--- config.mk ---
export PLATFORM = sky130hd
export DESIGN_NAME = eth_rx_drain
export DESIGN_NICKNAME = d
export VERILOG_FILES = /design/src/rtl/eth_rx_drain.sv
export SDC_FILE = /design/constraint.sdc
export NUM_CORES = 1
export LEC_CHECK = 0
export CORE_MARGIN = 2
export CORE_UTILIZATION = 40
export DETAILED_ROUTE_END_ITERATION = 8
export DONT_BUFFER_PORTS = 1
export PLACE_DENSITY = 0.62
export SLEW_MARGIN = 20
export SYNTH_ARGS = -nofsm -noshare
export SYNTH_HDL_FRONTEND = slang
export SYNTH_SLANG_ARGS = --single-unit
--- constraint.sdc ---
create_clock -name clk_i -period 4 [get_ports clk_i]
set_input_delay 0.8 -clock clk_i [delete_from_list [all_inputs] [get_ports clk_i]]
set_output_delay 0.8 -clock clk_i [all_outputs]
set_load 0.01 [all_outputs]
--- src/rtl/eth_rx_drain.sv ---
// Purpose : drains one packet at a time from the MAC receive buffer onto an AXI-Stream master, then releases the buffer.
// Latency : first buffer read one cycle after rx_ready_i is seen in IDLE; first tvalid two cycles after that read; one beat/cycle sustained.
// Backpres: reads are throttled by a 2-entry output FIFO (occupancy + in-flight < 2), so no returned word is ever dropped.
//
// Ports: clk_i/reset_n_i (async active-low); rx_ready_i/rx_packet_size_i from the buffer;
//        buffer_read_addr_o/buffer_read_v_o/buffer_read_data_i read port (1-cycle latency);
//        m_axis_* stream master; clear_buffer_o release pulse; busy_o, packet_count_o, drop_count_o status.
// Optional feature: define ETH_RX_DRAIN_LEN_CHECK_EN to drop sizes < 14 or > buf_size_p and count them.
module eth_rx_drain #(
    parameter int buf_size_p   = 2048,
    parameter int axis_width_p = 64
) (
    input  logic                          clk_i,
    input  logic                          reset_n_i,
    input  logic                          rx_ready_i,
    input  logic [15:0]                   rx_packet_size_i,
    output logic                          clear_buffer_o,
    output logic [$clog2(buf_size_p)-1:0] buffer_read_addr_o,
    output logic                          buffer_read_v_o,
    input  logic [axis_width_p-1:0]       buffer_read_data_i,
    output logic [axis_width_p-1:0]       m_axis_tdata_o,
    output logic [axis_width_p/8-1:0]     m_axis_tkeep_o,
    output logic                          m_axis_tvalid_o,
    output logic                          m_axis_tlast_o,
    input  logic                          m_axis_tready_i,
    output logic                          busy_o,
    output logic [15:0]                   packet_count_o,
    output logic [15:0]                   drop_count_o
);

    localparam int BYTES_P = axis_width_p / 8;
    localparam int AW_P    = $clog2(buf_size_p);

    typedef enum logic [1:0] {
        S_IDLE   = 2'd0,
        S_STREAM = 2'd1,
        S_CLEAR  = 2'd2,
        S_DRAIN  = 2'd3
    } state_e;

    state_e            state_q;
    logic [15:0]       size_q;
    logic [15:0]       beats_q;
    logic [15:0]       rd_cnt_q;     // reads issued for this packet
    logic [15:0]       ret_cnt_q;    // words returned into the FIFO
    logic [AW_P-1:0]   addr_q;
    logic              inflight_q;   // a read was issued last cycle
    logic              streamed_q;   // current packet produces beats
    logic              clear_q;
    logic [15:0]       pkt_cnt_q;

    // Output FIFO, two entries
    logic [axis_width_p-1:0] fifo_dat_q  [2];
    logic [BYTES_P-1:0]      fifo_keep_q [2];
    logic                    fifo_last_q [2];
    logic                    wr_ptr_q;
    logic                    rd_ptr_q;
    logic [1:0]              fifo_cnt_q;

    logic                    push;
    logic                    pop;
    logic [1:0]              occ_after_pop;
    logic                    rd_v;
    logic                    beat_is_last;

    // ------------------------------------------------------------------
    // Size qualification in IDLE
    // ------------------------------------------------------------------
    logic [15:0] size_eff;
    logic [15:0] beats_calc;
    logic        no_stream;
`ifdef ETH_RX_DRAIN_LEN_CHECK_EN
    logic        drop_now;
    logic        dropped_q;
    logic [15:0] drop_cnt_q;
`endif

    always_comb begin
        size_eff  = rx_packet_size_i;
        no_stream = 1'b0;
`ifdef ETH_RX_DRAIN_LEN_CHECK_EN
        drop_now  = (rx_packet_size_i < 16'd14) || (32'(rx_packet_size_i) > 32'(buf_size_p));
        no_stream = drop_now;
`else
        if (32'(rx_packet_size_i) > 32'(buf_size_p)) begin
            size_eff = 16'(buf_size_p);
        end
        no_stream = (rx_packet_size_i == 16'd0);
`endif
        beats_calc = (size_eff + 16'(BYTES_P - 1)) / 16'(BYTES_P);
    end

    // Last-beat byte enables: low (size mod B) bytes, or all when the size is a whole number of words
    logic [15:0]        rem;
    logic [BYTES_P-1:0] keep_last;

    always_comb begin
        rem       = size_q % 16'(BYTES_P);
        keep_last = '0;
        for (int i = 0; i < BYTES_P; i++) begin
            keep_last[i] = (rem == 16'd0) || (16'(i) < rem);
        end
    end

    // ------------------------------------------------------------------
    // Read issue and FIFO control
    // ------------------------------------------------------------------
    assign push            = inflight_q;
    assign m_axis_tvalid_o = (fifo_cnt_q != 2'd0);
    assign pop             = m_axis_tvalid_o && m_axis_tready_i;
    // Occupancy is taken after this cycle's pop so a full-rate stream keeps one read in flight every cycle.
    assign occ_after_pop   = fifo_cnt_q - {1'b0, pop};
    assign rd_v            = (state_q == S_STREAM) && (rd_cnt_q < beats_q) &&
                             ((occ_after_pop + {1'b0, inflight_q}) < 2'd2);
    assign beat_is_last    = (ret_cnt_q == beats_q - 16'd1);

    always_ff @(posedge clk_i or negedge reset_n_i) begin
        if (!reset_n_i) begin
            for (int i = 0; i < 2; i++) begin
                fifo_dat_q[i]  <= '0;
                fifo_keep_q[i] <= '0;
                fifo_last_q[i] <= 1'b0;
            end
            wr_ptr_q   <= 1'b0;
            rd_ptr_q   <= 1'b0;
            fifo_cnt_q <= 2'd0;
        end else begin
            if (push) begin
                fifo_dat_q[wr_ptr_q]  <= buffer_read_data_i;
                fifo_keep_q[wr_ptr_q] <= beat_is_last ? keep_last : '1;
                fifo_last_q[wr_ptr_q] <= beat_is_last;
                wr_ptr_q              <= ~wr_ptr_q;
            end
            if (pop) begin
                rd_ptr_q <= ~rd_ptr_q;
            end
            fifo_cnt_q <= fifo_cnt_q + {1'b0, push} - {1'b0, pop};
        end
    end

    // ------------------------------------------------------------------
    // Packet FSM
    // ------------------------------------------------------------------
    always_ff @(posedge clk_i or negedge reset_n_i) begin
        if (!reset_n_i) begin
            state_q    <= S_IDLE;
            size_q     <= 16'd0;
            beats_q    <= 16'd0;
            rd_cnt_q   <= 16'd0;
            ret_cnt_q  <= 16'd0;
            addr_q     <= '0;
            inflight_q <= 1'b0;
            streamed_q <= 1'b0;
            clear_q    <= 1'b0;
            pkt_cnt_q  <= 16'd0;
`ifdef ETH_RX_DRAIN_LEN_CHECK_EN
            dropped_q  <= 1'b0;
            drop_cnt_q <= 16'd0;
`endif
        end else begin
            inflight_q <= rd_v;
            if (push) begin
                ret_cnt_q <= ret_cnt_q + 16'd1;
            end
            case (state_q)
                S_IDLE: begin
                    clear_q <= 1'b0;
                    if (rx_ready_i) begin
                        size_q     <= size_eff;
                        beats_q    <= no_stream ? 16'd0 : beats_calc;
                        rd_cnt_q   <= 16'd0;
                        ret_cnt_q  <= 16'd0;
                        addr_q     <= '0;
                        streamed_q <= !no_stream;
`ifdef ETH_RX_DRAIN_LEN_CHECK_EN
                        dropped_q  <= drop_now;
`endif
                        if (no_stream) begin
                            state_q <= S_CLEAR;
                            clear_q <= 1'b1;
                        end else begin
                            state_q <= S_STREAM;
                        end
                    end
                end
                S_STREAM: begin
                    if (rd_v) begin
                        addr_q   <= addr_q + AW_P'(BYTES_P);
                        rd_cnt_q <= rd_cnt_q + 16'd1;
                    end
                    // tlast leaving the FIFO means every read has returned and been consumed
                    if (pop && m_axis_tlast_o) begin
                        state_q <= S_CLEAR;
                        clear_q <= 1'b1;
                    end
                end
                S_CLEAR: begin
                    clear_q <= 1'b0;
                    if (streamed_q) begin
                        pkt_cnt_q <= pkt_cnt_q + 16'd1;
                    end
`ifdef ETH_RX_DRAIN_LEN_CHECK_EN
                    if (dropped_q) begin
                        drop_cnt_q <= drop_cnt_q + 16'd1;
                    end
`endif
                    state_q <= S_DRAIN;
                end
                S_DRAIN: begin
                    // Hold here until the MAC drops rx_ready so the released packet is not streamed twice
                    if (!rx_ready_i) begin
                        state_q <= S_IDLE;
                    end
                end
                default: state_q <= S_IDLE;
            endcase
        end
    end

    assign clear_buffer_o     = clear_q;
    assign buffer_read_addr_o = addr_q;
    assign buffer_read_v_o    = rd_v;
    assign m_axis_tdata_o     = fifo_dat_q[rd_ptr_q];
    assign m_axis_tkeep_o     = fifo_keep_q[rd_ptr_q];
    assign m_axis_tlast_o     = fifo_last_q[rd_ptr_q];
    assign busy_o             = (state_q != S_IDLE);
    assign packet_count_o     = pkt_cnt_q;
`ifdef ETH_RX_DRAIN_LEN_CHECK_EN
    assign drop_count_o       = drop_cnt_q;
`else
    assign drop_count_o       = 16'd0;
`endif

endmodule

==> results.ini, run 1 <==
[critical_path]
cp_cell_sequence=o21ai_0 -> inv_1 -> ha_1 -> inv_1 -> ha_1 -> xnor2_1 -> xnor2_1 -> a2111oi_2 -> and2_1
max_stage_delay_ns=0.42
cp.depth=9
cp.arrival_ns=2.78
cp_slowest_cell=a2111oi_2
path_delay_family=compound AO/OA/AOI/OAI gates
start_kind=flop
critPathCaptureType=output pin
critPathBufInv=2
reg2reg_depth=12
critPathMaxFanout=3
worstPathRequired_ns=3.20
timing_worst_setup_path_type=reg2out

[cts]
insertion_delay_ns=0.53
cts_buffer_depth=3
cts.sinks=227
clk_pin_slew_ns=0.06
postCtsSetupRepairBufs=0
cts_tree=done
h-tree-depth=1
cts_buffers=26
clockRootBuffer=clkbuf_16

[cells_and_area]
fin_cells=1577
diodes=0
drive_gt1_share_pct=12.0
final_nets=1292
area_delta_synth_final_pct=10.6

[die]
die_w_um=170
core-area_um2=27100
io_pins=204
initial_utilization_pct=40.9
die_area_um2=29100
dieHeight_um=170
num_rows=60

[global_route]
overflow=0
grt_pass1_wl_um=41300
antenna_found_initial=0
first_global_vias=7784
grt_max_degree=228
track_usage_pct=17.5

[yosys]
ys_ff_latch=227
synth_compound_area_share_pct=5.17
syn_inst=1206
synth_top_family_by_area=simple AND/OR/NAND/NOR gates
synthArstFlopShare_pct=100
synth-seq-area-share_pct=51.3
syn_area_per_cell_um2=9.19
synth_edf_count=0
synth_simple_gate_area_share_pct=23.7
synth_adder_area_share_pct=2.60
synth_mux_area_share_pct=8.09
ys.flop_type=dfrtp_1
synth.distinct_cells=53
synth-xor-area-share_pct=4.98
yosys_warnings=0
syn_area_um2=11100

[sta]
relSlewSlack_pct=35.6
worst_slew_pin_slew_ns=0.963
hold_viol_final=26
drv_slew=0
skew_ns=0.00987
timing.final.crit_share_pct=89.5
fin_crit_ns=3.58
fmax_ghz=0.279
hold_ws_ns=-0.0300
setup_tns_ns=0
setup_ws_ns=0.419
setup_violations=0
rsz0062_at_grt=no

[place]
place_ws_ns=0.520
numPortBuffers=0
gp_congestion=0.788
dpl.cell_count=1528
hpwlAfterDp_um=16600

[pwr]
powerDensity_nw_per_um2=740
ir_worst_vdd_mv=0.329
power_mw=9.08
p_leak_nw=5.81

[outcome]
status=finished with violations
violations=negative hold slack

[route]
drt-initial-drc-count=516
routed_via_density=5.09
vias=8023
drt-pass1-iter-count=5
avgRoutedWirePerCell_um=16.4
wl_um=25900
ant_nets=0
drt_drc_violations_left=0

[job]
drv_cap=0

[hold_path]
worstHoldPathType=in2async

## layer usage
metal / share of wire [%] / vias to the layer above / track usage, % / routed length [um]
met5: 0 / - / 0 / 0
met4: 2.0 / 0 / 4.20 / 520
met3: 7.3 / 35 / 4.63 / 1890
met2: 46 / 228 / 28.5 / 11900
met1: 45 / 3858 / 23.3 / 11600
li1: - / 3902 / - / -
## stage by stage
stage / area, um2 / util, %
after floorplan: 11200 / -
after global placement: 11400 / 41.9
after detailed placement: 11400 / 41.9
after CTS: 12200 / 45.1
after global routing: 12300 / 45.2
final: 12300 / 45.2
## synthesized netlist by cell type (4+ instances only)
master	n	area [um2]
a211oi_1	5	37.5
a21oi_1	22	110
a31oi_1	11	68.8
and2_1	7	43.8
and3_1	10	62.6
buf_1	10	37.5
buf_4	20	150
clkbuf_1	46	173
dfrtp_1	227	5680
ha_1	23	288
inv_1	23	86.3
mux2_2	77	867
nand2_1	428	1610
nand2b_1	8	50.1
nand3_1	48	240
nand4_1	15	93.8
nor2_1	61	229
nor3_1	16	80.1
nor4_1	4	25.0
o211ai_1	6	45.0
o21ai_0	14	70.1
o22ai_1	4	25.0
o31ai_1	4	30.0
or3_1	10	62.6
or4_1	4	30.0
xnor2_1	35	307
xor2_1	28	245
## cells by family after synthesis
kind of cell	count (synthesis)
DFF	227
adders and majority gates	23
buffers and inverters	102
muxes	80
other	1
xor gates and xnor gates	63
and+or+nand+nor	625
AOI/OAI and AO/OA	85
## timing repair
action | CTS | global route
gates resized for setup | 0 | 0
endpoints found under the setup margin | 0 | 0
endpoints found under the hold margin | 227 | 194
## state kept, by name (all words and copies together), names as in the netlist
signal              count
fifo_cnt_q              2
rd_cnt_q               16
packet_count_o         16
fifo_last_q             2
inflight_q              1
clear_buffer_o          1
fifo_dat_q            128
rd_ptr_q                1
ret_cnt_q              16
wr_ptr_q                1
fifo_keep_q            16
state_q                 2
beats_q                13
streamed_q              1
buffer_read_addr_o      8
size_q                  3
## area by class of cell
| cell class | count | area, um2 |
|---|---|---|
| Sequential cell | 227 | 5680 |
| Multi-Input combinational cell | 895 | 5030 |
| Clock inverter | 13 | 126 |
| Inverter | 23 | 86.3 |
| Tap cell | 372 | 465 |
| Clock buffer | 35 | 736 |
| Fill cell | 2576 | 14800 |
| Timing Repair Buffer | 12 | 135 |
## layout by cell type (no fill, tap or decap), types with 4 or more instances in the layout
cell and instances:
or4_1 4, clkinv_2 7, ha_1 23, and3_1 10, conb_1 19, clkbuf_16 27
xnor2_1 35, o31ai_1 4, nor4_1 4, a31oi_1 11, clkbuf_1 5, o21ai_0 14
nor3_1 16, and2_1 6, o211ai_1 6, buf_4 9, inv_1 23, nand2_1 427
nand4_1 15, o22ai_1 4, nor2_1 61, dfrtp_1 226, nand2b_1 7, a21oi_1 22
nand3_1 48, a211oi_1 5, xor2_1 28, mux2_2 77, or3_1 10
## final timing paths
kind                                       startpoint                    endpoint  slack (ns)
setup / recovery              fifo_cnt_q[1]$_DFF_PN0_             buffer_read_v_o        0.42
hold / removal                              reset_n_i  fifo_dat_q[80]$_DFFE_PN0P_       -0.03
setup reg to reg              fifo_cnt_q[1]$_DFF_PN0_     rd_cnt_q[6]$_DFFE_PN0P_        0.79
hold reg to reg            fifo_keep_q[0]$_DFFE_PN0P_  fifo_keep_q[0]$_DFFE_PN0P_        0.46
max in group asynchronous                   reset_n_i        rd_ptr_q$_DFFE_PN0P_        3.49
min in group clk_i             buffer_read_data_i[58]  fifo_dat_q[58]$_DFFE_PN0P_        0.38
## where the power goes
group | internal [mW] | total (mW) | switching [mW]
sequential | 3.10 | 3.65 | 0.553
clock | 1.42 | 2.38 | 0.958
combinational | 1.23 | 3.05 | 1.81
(Power assumes the default switching activity.)
==> run 2, diff against run 1 <==
SETUP_SLACK_MARGIN = 0.2   (was default)
==> results.ini, run 2 (synthesis results as in run 1) <==
[route]
drt_drc_violations_left=0
routed_via_density=5.08
avgRoutedWirePerCell_um=16.4
ant_nets=0
drt-pass1-iter-count=5
wl_met3_um=1920
route.met2.wl_um=11900
highest_layer=met4
vias=8015
wl_um=25900
drt-initial-drc-count=516
wl_met1_um=11500

[critical_path]
worstPathRequired_ns=3.20
timing_worst_setup_path_type=reg2out
reg2reg_depth=12
cp.arrival_ns=2.71
reg2reg_to=rd_cnt_q[6]$_DFFE_PN0P_
start_kind=flop
r2r-start=fifo_cnt_q[1]$_DFF_PN0_
r2r_setup_slack_ns=0.86
critPathMaxFanout=3
critPathCaptureType=output pin

[global_route]
antenna_found_initial=0
track_usage_pct=17.5
grt_max_degree=228
grt_pass1_wl_um=41300
first_global_vias=7784
overflow=0

[job]
drv_cap=0

[cells_and_area]
final_common_cell=nand2_1
final_nets=1292
largest_reg_flops=128
layout_common_cells=nand2_1 (427), dfrtp_1 (226), mux2_2 (77), nor2_1 (61), nand3_1 (48)
drive_gt1_share_pct=12.0
fin_cells=1577
diodes=0
area_delta_synth_final_pct=10.7
largest_register=fifo_dat_q

[pwr]
p_leak_nw=5.81
ir_worst_vdd_mv=0.329
powerDensity_nw_per_um2=741

[sta]
worst_slew_pin_slew_ns=0.961
drv_slew=0
skew_ns=0.0103
rsz0062_at_grt=no
relSlewSlack_pct=35.7
fmax_ghz=0.285
fin_crit_ns=3.51
setup_tns_ns=0
setup_violations=0
hold_ws_ns=-0.0293
timing.final.crit_share_pct=87.8
hold_viol_final=27

[cts]
clk_pin_slew_ns=0.06
cts_buffer_depth=3
cts.sinks=227
clockRootBuffer=clkbuf_16
insertion_delay_ns=0.53
postCtsSetupRepairBufs=0
cts_buffers=26
h-tree-depth=1
cts_tree=done

[die]
die_area_um2=29100
die_w_um=170
core-area_um2=27100
io_pins=204
num_rows=60
initial_utilization_pct=40.9
dieHeight_um=170

[place]
dpl.cell_count=1528
numPortBuffers=0
hpwlAfterDp_um=16600
gp_congestion=0.788

[outcome]
status=finished with violations
violations=negative hold slack

[hold_path]
worstHoldPathType=in2async

-- run 2: changes by cell type in the layout (fill, tap and decap cells not counted) --
cell       before  now
a2111oi_2       1    0
a2111oi_4       1    2
-- run 2: area by class of cell --
| class | instances | area [um2] |
|---|---|---|
| fill | 2576 | 14800 |
| sequential | 227 | 5680 |
| multi-input combinational | 895 | 5040 |
| clock buffer | 35 | 736 |
| tap | 372 | 465 |
| timing repair buffer | 12 | 135 |
| clock inverter | 13 | 126 |
| inverter | 23 | 86.3 |
-- run 2: critical path, stage by stage, from the launching register on --
cell       delay (ns)
dfrtp_1          0.39
o21ai_0          0.25
inv_1            0.10
ha_1             0.28
inv_1            0.04
ha_1             0.17
xnor2_1          0.13
xnor2_1          0.17
a2111oi_4        0.34
and2_1           0.30
-- run 2: what timing repair did --
action	in CTS	in global routing
endpoints found under the setup margin	0	1
gates resized for setup	0	1
hold endpoints to repair	227	194
-- run 2: worst max-delay path by stage --
stage / to / slack (ns) / startpoint
after floorplan: buffer_read_addr_o[10]$_DFFE_PN0P_ / 0.87 / m_axis_tready_i
after global placement: buffer_read_addr_o[10]$_DFFE_PN0P_ / 0.59 / m_axis_tready_i
after detailed placement: rd_cnt_q[6]$_DFFE_PN0P_ / 0.52 / m_axis_tready_i
after CTS: buffer_read_v_o / 0.37 / fifo_cnt_q[1]$_DFF_PN0_
after global routing: buffer_read_v_o / 0.31 / fifo_cnt_q[1]$_DFF_PN0_
final: buffer_read_v_o / 0.49 / fifo_cnt_q[1]$_DFF_PN0_
-- run 2: layer usage --
metal	vias up	GRT usage [%]
met5	-	0
met4	0	4.20
met3	38	4.63
met2	224	28.5
met1	3846	23.3
li1	3907	-
-- run 2: where the power goes --
group | internal, mW | leakage, nW | switching [mW] | total (mW)
clock | 1.42 | 0.420 | 0.960 | 2.38
sequential | 3.10 | 2.84 | 0.552 | 3.65
combinational | 1.24 | 2.55 | 1.82 | 3.06
-- run 2: per-stage QoR --
stage                     power (mW)  worst slack, ns  hold slack, ns  area (um2)  utilization, %
after detailed placement        6.73            0.520           0.448       11400            41.9
after CTS                       9.16            0.374         -0.0537       12200            45.1
final                           9.09            0.488         -0.0293       12300            45.3
after global placement          6.65            0.590           0.445       11400            41.9
after floorplan                 5.99            0.865           0.428       11200               -
after global routing            9.74            0.307         -0.0518       12300            45.3
==> patch, RTL diff (flow settings as in run 2) <==
`buf_size_p`: 2048 -> 1024.
--- a/src/rtl/eth_rx_drain.sv
+++ b/src/rtl/eth_rx_drain.sv
@@ -9,3 +9,3 @@
 module eth_rx_drain #(
-    parameter int buf_size_p   = 2048,
+    parameter int buf_size_p   = 1024,
     parameter int axis_width_p = 64
Ports: changed (resized buffer_read_addr_o); port bits go from 204 to 203. No check against the original RTL was run, so the function may have changed too.
==> patch against run 2 <==
  * The run still ends with negative hold slack left
  * First-iteration DRC count up 11%
  * Synthesized area up 0.41%
  * Setup slack worse by 0.035 ns
  * Final cell count up 0.95%
  * Total power down 2.3%
  * Maximum frequency down 0.98%
  * Wire length up 0.40%
  * Sequential cell count down 1
  * Synthesized cell count about the same
  * Die area up 0.40%
  * Cell area up 0.52%
  * Largest power group unchanged
  * Highest routed layer unchanged
==> patch: results <==
[global_routing]
grt_util_all_layers_pct = 17.5
grt_max_degree = 227
grt_pass1_vias = 7892
grt_pass1_wl_um = 41600

[cells_and_area]
drive_above_1_share_pct = 12.2
nFillCells = 2650
stdcell_count = 1592
fin_util_pct = 44.8
top_register = "fifo_dat_q"

[logic_synthesis]
synthAdderAreaFrac_pct = 2.59
synth_compound_area_share_pct = 5.93
synth-seq-area-share_pct = 50.8
synth_cell_types = 59
synth_edf_count = 0
synthMuxAreaShare_pct = 8.23
synth_cells = 1207
synthTopCellsByCount = "nand2_1, dfrtp_1, mux2_2"
synth-xor-area-share_pct = 4.62

[outcome]
outcome = "finished with violations"
violations = "negative hold slack"

[sta]
holdWs_ns = -0.0364
skew_ns = 0.0132
finalHoldViolCount = 33
slew_headroom_pct = 41.2

[critical_path]
worstPathArrival_ns = 2.75
cp_top_family = "buffers and inverters"
worstPathMaxFanout = 5

[placed_design]
dp_hpwl_um = 17100
gp_congestion = 0.845
dp.cells = 1543
dp_slack_ns = 0.371

[detailed_routing]
avgViaCountPerCell = 5.13
drt_wl_total_um = 26000
dr.first_iter.drc_count = 571

[power_and_ir_drop]
power_leakage_nw = 5.81
ir_drop_mv = 0.421
-- patch: power by group through the flow --
stage / clock network [mW] / logic (mW) / registers, mW
detailed placement: 0 / 2.76 / 3.71
global route: 2.61 / 3.08 / 3.79
global placement: 0 / 2.73 / 3.68
floorplan: 0 / 2.33 / 3.45
finish: 2.45 / 2.76 / 3.67
CTS: 2.52 / 2.79 / 3.68
-- patch: worst paths after layout --
kind,start,end,slack (ns),cells after the start
worst min register to register,fifo_dat_q[57]$_DFFE_PN0P_,fifo_dat_q[57]$_DFFE_PN0P_,0.47,2
worst max-delay path,fifo_cnt_q[0]$_DFF_PN0_,buffer_read_v_o,0.45,10
min in group clk_i,buffer_read_data_i[44],fifo_dat_q[108]$_DFFE_PN0P_,0.37,2
max in group asynchronous,reset_n_i,rd_ptr_q$_DFFE_PN0P_,3.28,0
worst min-delay path,reset_n_i,fifo_dat_q[17]$_DFFE_PN0P_,-0.04,0
worst max register to register,fifo_cnt_q[0]$_DFF_PN0_,buffer_read_addr_o[9]$_DFFE_PN0P_,0.66,12
-- patch: layer usage --
metal | routed length (um) | up-vias | GRT usage (%)
met2 | 11600 | 241 | 28.1
met1 | 11600 | 3957 | 23.5
met4 | 429 | 0 | 3.86
met5 | 0 | - | 0
li1 | - | 3940 | -
met3 | 2290 | 29 | 5.00
-- patch: logic make-up (layout without fill, tap and decap cells) --
group | count (synthesis) | count (layout)
compound gates | 104 | 104
xor+xnor | 57 | 57
fa+ha+maj | 23 | 23
buf+inv | 101 | 90
flops | 226 | 226
mux | 82 | 82
other cells | 1 | 19
simple gates | 613 | 613
-- patch: final cells by class --
type                       count  area share (%)
timing repair buffer          15            1.01
clock buffer                  36            5.91
multi-input combinational    898            41.3
clock inverter                13            1.28
inverter                      26           0.791
tap                          378            3.83
sequential                   226            45.9
